`src/rtl/mem_arbiter.sv`:
```
// Arbitrates one single-port synchronous memory between instruction fetch and load/store.
// Optional macro ARB_RR_EN: round-robin tie-break instead of data priority with fetch starvation guard.
module mem_arbiter #(
  parameter int unsigned ADDR_W   = 32,
  parameter int unsigned DATA_W   = 32,
  parameter int unsigned MAX_WAIT = 4
) (
  input  logic                  clk,
  input  logic                  rst,
  input  logic                  i_req,
  input  logic [ADDR_W-1:0]     i_addr,
  output logic                  i_gnt,
  output logic                  i_rvalid,
  output logic [DATA_W-1:0]     i_rdata,
  input  logic                  d_req,
  input  logic                  d_wen,
  input  logic [ADDR_W-1:0]     d_addr,
  input  logic [DATA_W-1:0]     d_wdata,
  input  logic [DATA_W/8-1:0]   d_wstrb,
  output logic                  d_gnt,
  output logic                  d_rvalid,
  output logic [DATA_W-1:0]     d_rdata,
  output logic                  m_en,
  output logic                  m_wen,
  output logic [ADDR_W-1:0]     m_addr,
  output logic [DATA_W-1:0]     m_wdata,
  output logic [DATA_W/8-1:0]   m_wstrb,
  input  logic [DATA_W-1:0]     m_rdata,
  output logic                  busy
);

  localparam int unsigned STRB_W = DATA_W / 8;
  localparam int unsigned CNT_W  = 4;

  typedef enum logic [1:0] {
    OWN_NONE = 2'd0,
    OWN_INST = 2'd1,
    OWN_DATA = 2'd2
  } owner_t;

  owner_t owner_q, owner_d;
  logic   inst_win;

`ifdef ARB_RR_EN
  // 0: fetch held the last grant, 1: data did
  logic last_data_q, last_data_d;
`else
  logic [CNT_W-1:0] wait_q, wait_d;
`endif

  // State registers
  always_ff @(posedge clk) begin
    if (rst) begin
      owner_q <= OWN_NONE;
`ifdef ARB_RR_EN
      last_data_q <= 1'b0;
`else
      wait_q <= '0;
`endif
    end else begin
      owner_q <= owner_d;
`ifdef ARB_RR_EN
      last_data_q <= last_data_d;
`else
      wait_q <= wait_d;
`endif
    end
  end

  // Grant decision, memory command mirror, read return steering and next state
  always_comb begin
    inst_win = 1'b0;
    i_gnt    = 1'b0;
    d_gnt    = 1'b0;
    m_en     = 1'b0;
    m_wen    = 1'b0;
    m_addr   = '0;
    m_wdata  = '0;
    m_wstrb  = '0;
    i_rvalid = 1'b0;
    d_rvalid = 1'b0;
    i_rdata  = '0;
    d_rdata  = '0;
    busy     = 1'b0;
    owner_d  = OWN_NONE;
`ifdef ARB_RR_EN
    last_data_d = last_data_q;
    inst_win    = !d_req || last_data_q;
`else
    wait_d   = '0;
    inst_win = !d_req || (wait_q == CNT_W'(MAX_WAIT));
`endif

    if (!rst) begin
      i_gnt = i_req && inst_win;
      d_gnt = d_req && !i_gnt;

      if (i_gnt) begin
        m_en    = 1'b1;
        m_addr  = i_addr;
        owner_d = OWN_INST;
      end else if (d_gnt) begin
        m_en   = 1'b1;
        m_wen  = d_wen;
        m_addr = d_addr;
        if (d_wen) begin
          m_wdata = d_wdata;
          m_wstrb = STRB_W'(d_wstrb);
        end else begin
          owner_d = OWN_DATA;
        end
      end

      i_rvalid = (owner_q == OWN_INST);
      d_rvalid = (owner_q == OWN_DATA);
      busy     = (owner_q != OWN_NONE);
      if (i_rvalid) i_rdata = m_rdata;
      if (d_rvalid) d_rdata = m_rdata;

`ifdef ARB_RR_EN
      if (i_gnt)      last_data_d = 1'b0;
      else if (d_gnt) last_data_d = 1'b1;
`else
      // Count consecutive denied fetch cycles, saturating at the forcing threshold
      if (i_req && !i_gnt) begin
        wait_d = (wait_q == CNT_W'(MAX_WAIT)) ? wait_q : wait_q + CNT_W'(1);
      end
`endif
    end
  end

endmodule
```
`config.mk`:
```
export PLATFORM = sky130hd
export DESIGN_NAME = mem_arbiter
export DESIGN_NICKNAME = d
export VERILOG_FILES = /design/src/rtl/mem_arbiter.sv
export SDC_FILE = /design/constraint.sdc
export NUM_CORES = 1
export LEC_CHECK = 0
export CORE_AREA = 2 2 106 108
export DETAILED_ROUTE_END_ITERATION = 7
export DIE_AREA = 0 0 108 110
export SYNTH_ARGS = -nofsm -noshare
export SYNTH_HDL_FRONTEND = slang
export SYNTH_SLANG_ARGS = --single-unit
```
`constraint.sdc`:
```
create_clock -name clk -period 2.04 [get_ports clk]
set_input_delay 0.204 -clock clk [delete_from_list [all_inputs] [get_ports clk]]
set_output_delay 0.204 -clock clk [all_outputs]
set_load 0.05 [all_outputs]
```
==> results.txt, run 1 <==
----------------------------------------------------
[Status]
  Result of the run ... finished, final reports clean

[Drt]
  Detailed-route wire length ... 10.5 mm
  Antenna violation net count after detailed routing ... 0
  Number of design-rule violations left by the first detailed-router iteration ... 84
  Mean routed wirelength per cell ... 17.5 um
  Number of iterations in the first detailed-routing pass ... 4
  DRC viols ... 0
  Average vias per placed instance ... 4.20
  Vias post-DR ... 2517

[Worst setup path]
  Crit path max-delay family ... buffers and inverters
  Ordered list of cells on the worst path ... inv_2, ha_4, nand3b_4, a211oi_4, buf_12, clkbuf_16, a22o_1, buf_12
  Worst EP required ... 1840 ps
  Slowest stage delay, CP ... 310 ps
  Largest fanout on the critical path ... 8
  Critical setup path kind ... register to primary output
  Path depth of the worst reg2reg path ... 6
  Top cell by count, worst path ... sky130_fd_sc_hd__buf_12
  R2r setup slk ... 670 ps
  Category of the worst setup path capture point ... primary output
  Start of the worst register-to-register path ... wait_q[0]$_SDFFE_PP0N_
  Startpoint Class ... register
  CP max-delay cell ... sky130_fd_sc_hd__dfxtp_2
  CP bufs+invs ... 4
  Reg-to-reg critical path endpoint ... owner_q[1]$_SDFF_PP0_
  CP Data Arrival Time ... 1780 ps

[Timing]
  Total count of max-transition violations in the final report ... 0
  Slew at the pin closest to its max-slew limit ... 353 ps
  Final period demand of the worst path ... 1980 ps
  Number of hold violations in the final report ... 0
  Skew final ... 1.82 ps
  Final worst path period share ... 97.2%
  Worst slew margin relative to its limit ... 76.4%
  Setup TNS after final layout ... 0 ps
  Unrepaired setup endpoints after global routing ... yes
  Final setup viols ... 0
  Fmax ... 504 MHz

[Worst hold path]
  WHS Path Cells ... 2
  Type of the worst min-delay path ... input port to register
  Hold EP ... owner_q[0]$_SDFF_PP0_
  Hold_sp ... rst

[Power]
  Largest voltage drop on the vdd net ... 0.000168 V
  PwrDens ... 244 mW/mm^2
  Pleak ... 2.55 nW

[Placement]
  Placed cell count ... 588
  Port Buf Inserts ... 275
  Final GP Congestion ... 0.877
  Total half-perimeter wirelength after legalization and detailed placement ... 8.84 mm

[Synthesis]
  Count of warnings emitted by yosys ... 0
  Sequential cell area fraction in the yosys report ... 8.66%
  Post-synthesis register bit count ... 6
  Mapped Cells ... 187
  Count of distinct cell types in the synthesized netlist ... 21
  Cell area after synthesis ... 0.00139 mm^2
  Area share of the largest cell type after synthesis ... 29.3%
  Total nets after synthesis ... 326
  Avg Cell Area, Syn ... 7.41 um^2
  Largest cells by area after synthesis ... sky130_fd_sc_hd__and2_1 29%, sky130_fd_sc_hd__a22o_1 20%, sky130_fd_sc_hd__and3_1 16%, sky130_fd_sc_hd__dfxtp_1 8.7%, sky130_fd_sc_hd__buf_6 8.1%
  Synth area leader ... sky130_fd_sc_hd__and2_1

[Cells and area]
  Ratio of cells with drive above 1 in the final layout ... 38.7%
  Antenna diode instance count ... 0
  Area growth from synthesis to layout ... 329%
  Finished Core Util ... 55.6%
  Layout Cells excl Fill ... 600
  Nets ... 601

[Job]
  Max-cap viol count ... 0

[GRT]
  Pin count of the biggest net entering global routing ... 34
  Wire length of the first global-routing pass ... 15.3 mm
  Antenna violations before repair ... 0
  GR Util All Layers ... 16.6%
  Vias in the first global route ... 2690
  Total overflow reported by the global router ... 0

[Die]
  Die area ... 0.0119 mm^2
  Initial cell density of the core ... 13.0%
  Chip height ... 110 um
  Total I/O pin count ... 276
  Placement row count ... 38
  Core area ... 0.0107 mm^2
  Die width ... 108 um

[CTS]
  CTS HTree Levels ... 1
  TritonCTS Buffers ... 3
  Clock Latency Late Sink ... 220 ps
  Number of sinks handled by clock tree synthesis ... 6
  Cell chosen for the clock root ... sky130_fd_sc_hd__clkbuf_8
  Clock Tree Buf Depth ... 2
  CTS tree ... done
  Clock slew seen by the registers of the worst setup and hold paths ... 40 ps

----------------------------------------------------
## worst register-to-register path, cell delays in order (launching register included)
cell and delay (ps):
sky130_fd_sc_hd__dfxtp_2 310, sky130_fd_sc_hd__inv_2 70, sky130_fd_sc_hd__ha_4 150, sky130_fd_sc_hd__nand3b_4 100
sky130_fd_sc_hd__o211a_4 310, sky130_fd_sc_hd__buf_16 180, sky130_fd_sc_hd__nor2b_1 140
## through the flow
stage	instance area [um^2]	setup slack [ps]	hold slack [ps]	total power, mW
3_5_place_dp	5650	22.9	469	1.23
5_1_grt	5950	-8.68	478	1.51
2_1_floorplan	1390	102	282	0.550
4_1_cts	5900	11.1	520	1.46
3_3_place_gp	5650	69.5	438	1.22
6_report	5950	56.3	419	1.45
## where the power goes
| group | internal, mW | leakage (nW) | total [mW] | switching [mW] |
|---|---|---|---|---|
| Combinational | 0.634 | 2.47 | 1.15 | 0.516 |
| Sequential | 0.121 | 0.0497 | 0.123 | 0.00209 |
| Clock | 0.127 | 0.0216 | 0.180 | 0.0532 |
## area by class of cell
type	instances	area, um^2
Tap cell	140	175
Clock buffer	3	41.3
Sequential cell	6	123
Multi-Input combinational cell	155	1190
Inverter	5	18.8
Fill cell	886	4740
Timing Repair Buffer	291	4410
## layout by cell type (no fill, tap or decap), drive strengths merged
master         Yosys  final
nor2               9      9
dlymetal6s2s       0      1
a211oi             2      2
nor3b              2      2
inv                5      5
clkbuf            10      4
and2              65     65
a22o              32     32
o211a              1      1
nand3              1      1
nand4              1      1
ha                 2      2
and3              36     36
buf               11    154
nand3b             1      1
nor2b              1      1
mux2i              1      1
clkdlybuf4s50      0    135
dfxtp              6      6
xnor2              1      1
## synthesized netlist by cell type
cell and instances:
sky130_fd_sc_hd__nor2_1 9, sky130_fd_sc_hd__a211oi_1 1, sky130_fd_sc_hd__nand4_1 1, sky130_fd_sc_hd__buf_6 10
sky130_fd_sc_hd__and2_1 65, sky130_fd_sc_hd__nand3_1 1, sky130_fd_sc_hd__nand3b_4 1, sky130_fd_sc_hd__inv_2 1
sky130_fd_sc_hd__xnor2_1 1, sky130_fd_sc_hd__o211a_1 1, sky130_fd_sc_hd__a211oi_4 1, sky130_fd_sc_hd__a22o_1 32
sky130_fd_sc_hd__and3_1 36, sky130_fd_sc_hd__ha_1 2, sky130_fd_sc_hd__inv_1 4, sky130_fd_sc_hd__buf_4 1
sky130_fd_sc_hd__clkbuf_1 10, sky130_fd_sc_hd__nor2b_1 1, sky130_fd_sc_hd__dfxtp_1 6, sky130_fd_sc_hd__mux2i_1 1
sky130_fd_sc_hd__nor3b_2 2
## worst max path at each step
stage	startpoint	end	slack [ps]	depth (start not counted)
2_1_floorplan	wait_q[0]$_SDFFE_PP0N_	m_addr[22]	100	6
3_3_place_gp	rst	m_wstrb[1]	70	6
3_5_place_dp	rst	m_wstrb[1]	20	6
4_1_cts	wait_q[1]$_SDFFE_PP0N_	m_addr[30]	10	8
5_1_grt	wait_q[0]$_SDFFE_PP0N_	m_addr[15]	-9	8
6_report	wait_q[0]$_SDFFE_PP0N_	m_addr[15]	60	8
## routing by layer
metal,wire length (um),track usage [%],vias to the layer above,part of all wire (%)
met5,0,0,-,0
met1,3650,17.7,1139,35
met3,1190,5.35,4,11
met4,41,2.01,0,0.39
li1,-,-,1204,-
met2,5600,32.6,170,53
## state kept, by name, indices dropped and copies added (netlist names)
register,flops
wait_q,4
owner_q,2
## kinds of logic after synthesis
family / synth area share [%]
and+or+nand+nor: 52.5
AOI/OAI and AO/OA: 22.9
buffers and inverters: 12.7
DFF: 8.66
xor gates and xnor gates: 0.632
muxes: 0.722
adders and majority gates: 1.80
## what timing repair did
action,4_1_cts,5_1_grt
setup buffers,4,1
hold buffers,0,0
gates cloned,3,1
gates resized for setup,16,4
pin swaps,14,2
endpoints found under the setup margin,68,31
Note: power is estimated with default switching activity, not from simulation.
==> run 2: changes to the inputs <==
SKIP_LAST_GASP = 1   (was default)
==> results.txt, run 2 (synthesis results as in run 1) <==
----------------------------------------------------
[Die]
  Core area ... 0.0107 mm^2 (unchanged)
  Placement row count ... 38 (unchanged)
  Chip height ... 110 um (unchanged)
  Total I/O pin count ... 276 (unchanged)
  Die area ... 0.0119 mm^2 (unchanged)
  Initial cell density of the core ... 13.0% (unchanged)
  Die width ... 108 um (unchanged)

[Cells and area]
  Registers with the most flip-flops ... wait_q: 4 flops, owner_q: 2 flops
  Most frequent cells in the layout ... 143 x sky130_fd_sc_hd__buf_12, 135 x sky130_fd_sc_hd__clkdlybuf4s50_1, 65 x sky130_fd_sc_hd__and2_1, 36 x sky130_fd_sc_hd__and3_1, 22 x sky130_fd_sc_hd__a22o_4
  Register containing the most flip-flops in the final layout ... wait_q
  Nets ... 601 (unchanged)
  Area growth from synthesis to layout ... 340%
  FF/Latch Area ... 123 um^2 (unchanged)
  Area taken by multi-input logic gates ... 0.00130 mm^2 (+9.6%)
  Layout fillers ... 860 (-2.9%)
  Flip-flop count of the largest register, all copies and words added ... 4 (unchanged)
  Leading cell type in the layout, fill and taps excluded ... sky130_fd_sc_hd__buf_12
  Ratio of cells with drive above 1 in the final layout ... 41.5% (+2.8 points)
  Antenna diode instance count ... 0 (unchanged)

[Worst setup path]
  Path depth of the worst reg2reg path ... 6 (unchanged)
  Critical setup path kind ... register to primary output
  Start of the worst register-to-register path ... wait_q[0]$_SDFFE_PP0N_
  CP Data Arrival Time ... 1770 ps (about the same)
  Category of the worst setup path capture point ... primary output
  R2r setup slk ... 650 ps (-20 ps)
  Worst EP required ... 1840 ps (about the same)
  Startpoint Class ... register
  Reg-to-reg critical path endpoint ... owner_q[1]$_SDFF_PP0_
  Largest fanout on the critical path ... 8 (unchanged)

[Drt]
  Number of design-rule violations left by the first detailed-router iteration ... 80 (-4.8%)
  Average vias per placed instance ... 4.22 (+0.48%)
  Detailed-route wire length ... 10.7 mm (+2.0%)
  Antenna violation net count after detailed routing ... 0 (unchanged)
  DRC viols ... 0 (unchanged)
  Vias post-DR ... 2529 (+0.48%)
  Mean routed wirelength per cell ... 17.8 um (+2.0%)
  Number of iterations in the first detailed-routing pass ... 4 (unchanged)

[CTS]
  CTS tree ... done
  CTS HTree Levels ... 1 (unchanged)
  Cell chosen for the clock root ... sky130_fd_sc_hd__clkbuf_8
  Clock Tree Buf Depth ... 2 (unchanged)
  Clock slew seen by the registers of the worst setup and hold paths ... 40 ps (about the same)
  Number of sinks handled by clock tree synthesis ... 6 (unchanged)
  Clock Latency Late Sink ... 220 ps (about the same)
  TritonCTS Buffers ... 3 (unchanged)
  CTS Hold Bufs ... 0 (unchanged)

[Timing]
  Setup TNS after final layout ... 0 ps (unchanged)
  Worst slew margin relative to its limit ... 75.4% (-0.99 points)
  Final period demand of the worst path ... 1970 ps (-9.54 ps)
  Unrepaired setup endpoints after global routing ... no
  Fmax ... 507 MHz (+0.48%)
  Total count of max-transition violations in the final report ... 0 (unchanged)
  Final worst path period share ... 96.8% (-0.47 points)
  Number of hold violations in the final report ... 0 (unchanged)
  Worst Slack Setup Final ... 65.8 ps (+9.54 ps)
  Slew at the pin closest to its max-slew limit ... 368 ps (+14.8 ps)
  Final setup viols ... 0 (unchanged)
  Skew final ... 1.34 ps (-0.474 ps)

[Power]
  Pleak ... 2.62 nW (+3.1%)
  PwrDens ... 244 mW/mm^2 (about the same)
  Largest voltage drop on the vdd net ... 0.000168 V (+0.12%)

[Worst hold path]
  Hold_sp ... rst
  Type of the worst min-delay path ... input port to register
  WHS Path Cells ... 2 (unchanged)
  Hold EP ... owner_q[0]$_SDFF_PP0_

[GRT]
  GR Util All Layers ... 16.5% (-0.087 points)
  Pin count of the biggest net entering global routing ... 34 (unchanged)
  Met3 usage ... 5.11% (-0.24 points)
  Vias in the first global route ... 2692 (+0.074%)
  Most heavily used metal layer in global routing ... met2
  Wire length of the first global-routing pass ... 15.2 mm (-0.36%)
  Met2 track demand over resource ... 31.9% (-0.72 points)
  Met1 demand-to-capacity share in global routing ... 17.9% (+0.21 points)
  Antenna violations before repair ... 0 (unchanged)
  Total overflow reported by the global router ... 0 (unchanged)

[Job]
  Max-cap viol count ... 0 (unchanged)

[Placement]
  Total half-perimeter wirelength after legalization and detailed placement ... 8.84 mm (unchanged)
  Final GP Congestion ... 0.877 (unchanged)
  Port Buf Inserts ... 275 (unchanged)
  Setup Slack @ Placement ... 22.9 ps (unchanged)

[Status]
  Result of the run ... finished, final reports clean

----------------------------------------------------
[run 2: worst max-delay path by stage]
| stage | startpoint | to | slack [ps] | depth (start not counted) |
|---|---|---|---|---|
| finish | wait_q[0]$_SDFFE_PP0N_ | m_addr[8] | 70 | 8 |
| global route | wait_q[0]$_SDFFE_PP0N_ | m_addr[18] | 4 | 8 |
| detailed placement | rst | m_wstrb[1] | 20 | 6 |
| CTS | wait_q[1]$_SDFFE_PP0N_ | m_addr[4] | -50 | 8 |
| floorplan | wait_q[0]$_SDFFE_PP0N_ | m_addr[22] | 100 | 6 |
| global placement | rst | m_wstrb[1] | 70 | 6 |
[run 2: metrics by stage]
| step | power (mW) | std cells | utilization, % | hold WS [ps] | area [um^2] |
|---|---|---|---|---|---|
| after floorplan | 0.550 | 187 | - | 282 | 1390 |
| after global placement | 1.22 | 588 | 52.8 | 438 | 5650 |
| after detailed placement | 1.23 | 588 | 52.8 | 469 | 5650 |
| after CTS | 1.46 | 598 | 55.0 | 508 | 5880 |
| after global routing | 1.55 | 600 | 57.0 | 496 | 6100 |
| final | 1.49 | 600 | 57.0 | 432 | 6100 |
[run 2: where the power goes]
group          total (mW)  internal, mW  switching [mW]
clock network       0.180         0.127          0.0533
logic                1.18         0.655           0.528
registers           0.123         0.121         0.00212
total                1.49         0.903           0.584
[run 2: worst max-delay path, cell delays in order, from the launching register on]
cell	delay, ps
sky130_fd_sc_hd__dfxtp_2	320
sky130_fd_sc_hd__inv_2	70
sky130_fd_sc_hd__ha_4	150
sky130_fd_sc_hd__nand3b_4	100
sky130_fd_sc_hd__a211oi_4	250
sky130_fd_sc_hd__buf_12	180
sky130_fd_sc_hd__buf_16	130
sky130_fd_sc_hd__a22o_1	190
sky130_fd_sc_hd__buf_12	150
[run 2: layout make-up]
class | count | share of cell area, %
inverters | 5 | 0.308
clock buffers | 3 | 0.677
well taps | 140 | 2.87
flip-flops and latches | 6 | 2.01
multi-input cells | 155 | 21.4
repair buffers | 291 | 72.8
[run 2: repair_timing]
action,in CTS,in global routing
buffers inserted,4,0
endpoints found under the setup margin,68,67
hold endpoints to repair,0,0
resized for setup,12,23
pin swaps,10,5
cloned,3,2
[run 2: layer usage]
layer,wire (um),share of wire [%]
met3,1170,11
met5,0,0
met4,85,0.80
met2,5670,53
met1,3770,35
==> run 3: changes to the inputs <==
ABC_AREA = 1   (was default)
CELL_PAD_IN_SITES_DETAIL_PLACEMENT = 1   (was default)
CELL_PAD_IN_SITES_GLOBAL_PLACEMENT = 1   (was default)
CORE_AREA = default   (was 2 2 106 108)
CORE_MARGIN = 2   (was default)
CORE_UTILIZATION = 10   (was default)
DIE_AREA = default   (was 0 0 108 110)
PLACE_DENSITY_LB_ADDON = 0.1   (was default)
==> results.txt, run 3 <==
----------------------------------------------------
[Synthesis]
  Largest cells by area after synthesis ... sky130_fd_sc_hd__nor2_1 26%, sky130_fd_sc_hd__nand3_1 22%, sky130_fd_sc_hd__inv_1 19%, sky130_fd_sc_hd__nand2_1 9.6%, sky130_fd_sc_hd__dfxtp_1 7.7%
  Proportion of synthesized area in mux cells ... 0% (-0.72 points)
  Count leader, synth ... sky130_fd_sc_hd__nor2_1
  Total nets after synthesis ... 475 (+46%)
  XOR/XNOR share of the synthesized area ... 0.562% (-0.070 points)
  List of most frequent post-synthesis cells ... 108 x sky130_fd_sc_hd__nor2_1, 80 x sky130_fd_sc_hd__inv_1, 67 x sky130_fd_sc_hd__nand3_1
  Count of flip-flops with a built-in enable after synthesis ... 0 (unchanged)
  Combinational family with the most area after synthesis ... simple AND/OR/NAND/NOR gates
  Count of distinct cell types in the synthesized netlist ... 17 (-19%)
  Count of warnings emitted by yosys ... 0 (unchanged)
  Synth area leader ... sky130_fd_sc_hd__nor2_1
  Cell area after synthesis ... 0.00156 mm^2 (+12%)
  Mapped Cells ... 336 (+80%)
  Area share of the largest cell type after synthesis ... 26.0% (-3.3 points)
  Proportion of register bits with asynchronous set or reset after synthesis ... 0% (unchanged)
  Fraction of the mapped netlist area in compound gates ... 1.28% (-22 points)
  Adder and majority gate portion of the synthesized area ... 1.61% (-0.20 points)
  Simple logic cell fraction of the synthesized area ... 60.6% (+8.1 points)
  Sequential cell area fraction in the yosys report ... 7.70% (-0.96 points)
  Post-synthesis register bit count ... 6 (unchanged)
  Commonest register cell after synthesis ... sky130_fd_sc_hd__dfxtp_1
  Avg Cell Area, Syn ... 4.64 um^2 (-37%)

[Job]
  Max-cap viol count ... 0 (unchanged)

[Timing]
  Worst Slack Setup Final ... 104 ps (+38.6 ps)
  Final setup viols ... 0 (unchanged)
  Total count of max-transition violations in the final report ... 0 (unchanged)
  Final worst path period share ... 94.9% (-1.9 points)
  Slew at the pin closest to its max-slew limit ... 351 ps (-16.6 ps)
  Number of hold violations in the final report ... 0 (unchanged)
  Skew final ... 0.956 ps (-0.384 ps)
  Unrepaired setup endpoints after global routing ... yes
  Worst slew margin relative to its limit ... 76.5% (+1.1 points)
  Fmax ... 517 MHz (+2.0%)
  Final period demand of the worst path ... 1940 ps (-38.6 ps)

[Placement]
  Port Buf Inserts ... 275 (unchanged)
  Placed cell area ... 0.00589 mm^2 (+4.3%)
  Setup Slack @ Placement ... 118 ps (+95.2 ps)
  Total half-perimeter wirelength after legalization and detailed placement ... 10.5 mm (+19%)
  Placed cell count ... 784 (+33%)
  Final GP Congestion ... 0.690 (-21%)

[Die]
  Chip height ... 129 um (+17%)
  Placement row count ... 45 (+18%)
  Die area ... 0.0166 mm^2 (+40%)
  Total I/O pin count ... 276 (unchanged)
  Initial cell density of the core ... 10.3% (-2.7 points)
  Die width ... 129 um (+19%)
  Core area ... 0.0152 mm^2 (+42%)

[GRT]
  Pin count of the biggest net entering global routing ... 38 (+12%)
  Wire length of the first global-routing pass ... 17.8 mm (+17%)
  GR Util All Layers ... 13.6% (-2.9 points)
  Vias in the first global route ... 3179 (+18%)
  Antenna violations before repair ... 1 (+1)
  Total overflow reported by the global router ... 0 (unchanged)

[Cells and area]
  Ratio of cells with drive above 1 in the final layout ... 25.9% (-16 points)
  Area growth from synthesis to layout ... 284%
  Nets ... 740 (+23%)
  Flip-flop count of the largest register, all copies and words added ... 4 (unchanged)
  Register containing the most flip-flops in the final layout ... wait_q
  Leading cell type in the layout, fill and taps excluded ... sky130_fd_sc_hd__buf_12
  Finished Core Util ... 39.3% (-18 points)
  Most frequent cells in the layout ... 142 x sky130_fd_sc_hd__buf_12, 136 x sky130_fd_sc_hd__clkdlybuf4s50_1, 107 x sky130_fd_sc_hd__nor2_1, 80 x sky130_fd_sc_hd__inv_1, 67 x sky130_fd_sc_hd__nand3_1
  Layout Cells excl Fill ... 788 (+31%)
  Total non-filler cell area in the finished layout ... 0.00598 mm^2 (-1.9%)
  Registers with the most flip-flops ... wait_q: 4 flops, owner_q: 2 flops

[Worst setup path]
  CP bufs+invs ... 3 (-1)
  Startpoint Class ... register
  Largest fanout on the critical path ... 37 (+29)
  Crit path max-delay family ... simple AND/OR/NAND/NOR gates
  CP max-delay cell ... sky130_fd_sc_hd__dfxtp_1
  Ordered list of cells on the worst path ... inv_1, ha_1, nand4_2, nand3_4, buf_12, nor2_1, buf_12
  Category of the worst setup path capture point ... primary output
  Worst EP required ... 1840 ps (about the same)
  Critical setup path kind ... register to primary output
  Slowest stage delay, CP ... 360 ps (+40 ps)
  CP Data Arrival Time ... 1730 ps (-40 ps)
  Top cell by count, worst path ... sky130_fd_sc_hd__buf_12

[CTS]
  Clock Tree Buf Depth ... 2 (unchanged)
  CTS Hold Bufs ... 0 (unchanged)
  Cell chosen for the clock root ... sky130_fd_sc_hd__clkbuf_16
  CTS HTree Levels ... 1 (unchanged)
  Setup Fix Bufs, Post-CTS ... 0 (-4)
  Number of sinks handled by clock tree synthesis ... 6 (unchanged)
  TritonCTS Buffers ... 3 (unchanged)
  CTS tree ... done
  Clock slew seen by the registers of the worst setup and hold paths ... 30 ps (about the same)
  Clock Latency Late Sink ... 230 ps (about the same)

[Power]
  Power Total ... 1.57 mW (+5.6%)
  Pleak ... 2.81 nW (+7.1%)
  Largest voltage drop on the vdd net ... 0.000171 V (+1.6%)
  PwrDens ... 263 mW/mm^2 (+7.7%)

[Worst hold path]
  Type of the worst min-delay path ... register to register

[Drt]
  Antenna violation net count after detailed routing ... 0 (unchanged)
  Detailed-route wire length ... 12.3 mm (+15%)
  Number of iterations in the first detailed-routing pass ... 4 (unchanged)
  Mean routed wirelength per cell ... 15.6 um (-13%)
  DRC viols ... 0 (unchanged)
  Vias post-DR ... 3061 (+21%)
  Number of design-rule violations left by the first detailed-router iteration ... 88 (+10%)
  Average vias per placed instance ... 3.88 (-7.8%)

[Status]
  Result of the run ... finished, final reports clean

----------------------------------------------------
[run 3: cell types whose count changed after synthesis, sizes merged, moves of 36 or more]
cell   before  now
nand3       1   68
inv         5   81
nor2        9  110
and2       65    0
nand2       0   40
and3       36    0
[run 3: cells by family after synthesis]
group | after synthesis
AOI/OAI and AO/OA | 4
xor gates and xnor gates | 1
adders and majority gates | 2
buffers and inverters | 103
DFF | 6
and+or+nand+nor | 220
[run 3: repair_timing]
item	in CTS	in global routing
resized for setup	1	2
endpoints found under the setup margin	33	33
gates cloned	0	0
[run 3: worst reg2reg max path: cells and delay by family, from the launching register on]
family	cells	cell delay (ps)
fa+ha+maj	1	240
buf+inv	2	300
flops	1	360
simple gates	3	410
[run 3: layout make-up]
cell class                 count  area, um^2
antenna                        1        2.50
clock buffer                   3        75.1
fill                        1763        9220
inverter                      81         304
multi-input combinational    227        1000
sequential                     6         120
tap                          188         235
timing repair buffer         282        4240
[run 3: report_power, final]
group	total (mW)	switching [mW]	leakage, nW	internal, mW
Sequential	0.123	0.00176	0.0488	0.121
Combinational	1.13	0.544	2.72	0.586
Clock	0.318	0.0665	0.0370	0.252
[run 3: per-stage QoR]
| step | TNS (ps) | hold slack [ps] |
|---|---|---|
| 6_report | 0 | 456 |
| 5_1_grt | -200 | 497 |
| 4_1_cts | 0 | 463 |
| 3_5_place_dp | 0 | 455 |
| 3_3_place_gp | 0 | 449 |
| 2_1_floorplan | 0 | 276 |
[run 3: path summary, 6_finish.rpt]
kind	depth (start not counted)	slack, ps	endpoint	startpoint
max	7	100	m_wdata[31]	wait_q[0]$_SDFFE_PP0N_
min	1	460	wait_q[0]$_SDFFE_PP0N_	wait_q[0]$_SDFFE_PP0N_
max reg2reg	6	660	owner_q[1]$_SDFF_PP0_	wait_q[0]$_SDFFE_PP0N_
min reg2reg	1	460	wait_q[0]$_SDFFE_PP0N_	wait_q[0]$_SDFFE_PP0N_
[run 3: routing by layer]
metal | part of all wire [%] | global-route usage, % | vias up
met5 | 0 | 0 | -
met3 | 11 | 4.57 | 11
met2 | 51 | 25.7 | 173
met4 | 1.4 | 2.56 | 0
met1 | 36 | 14.8 | 1368
li1 | - | - | 1509
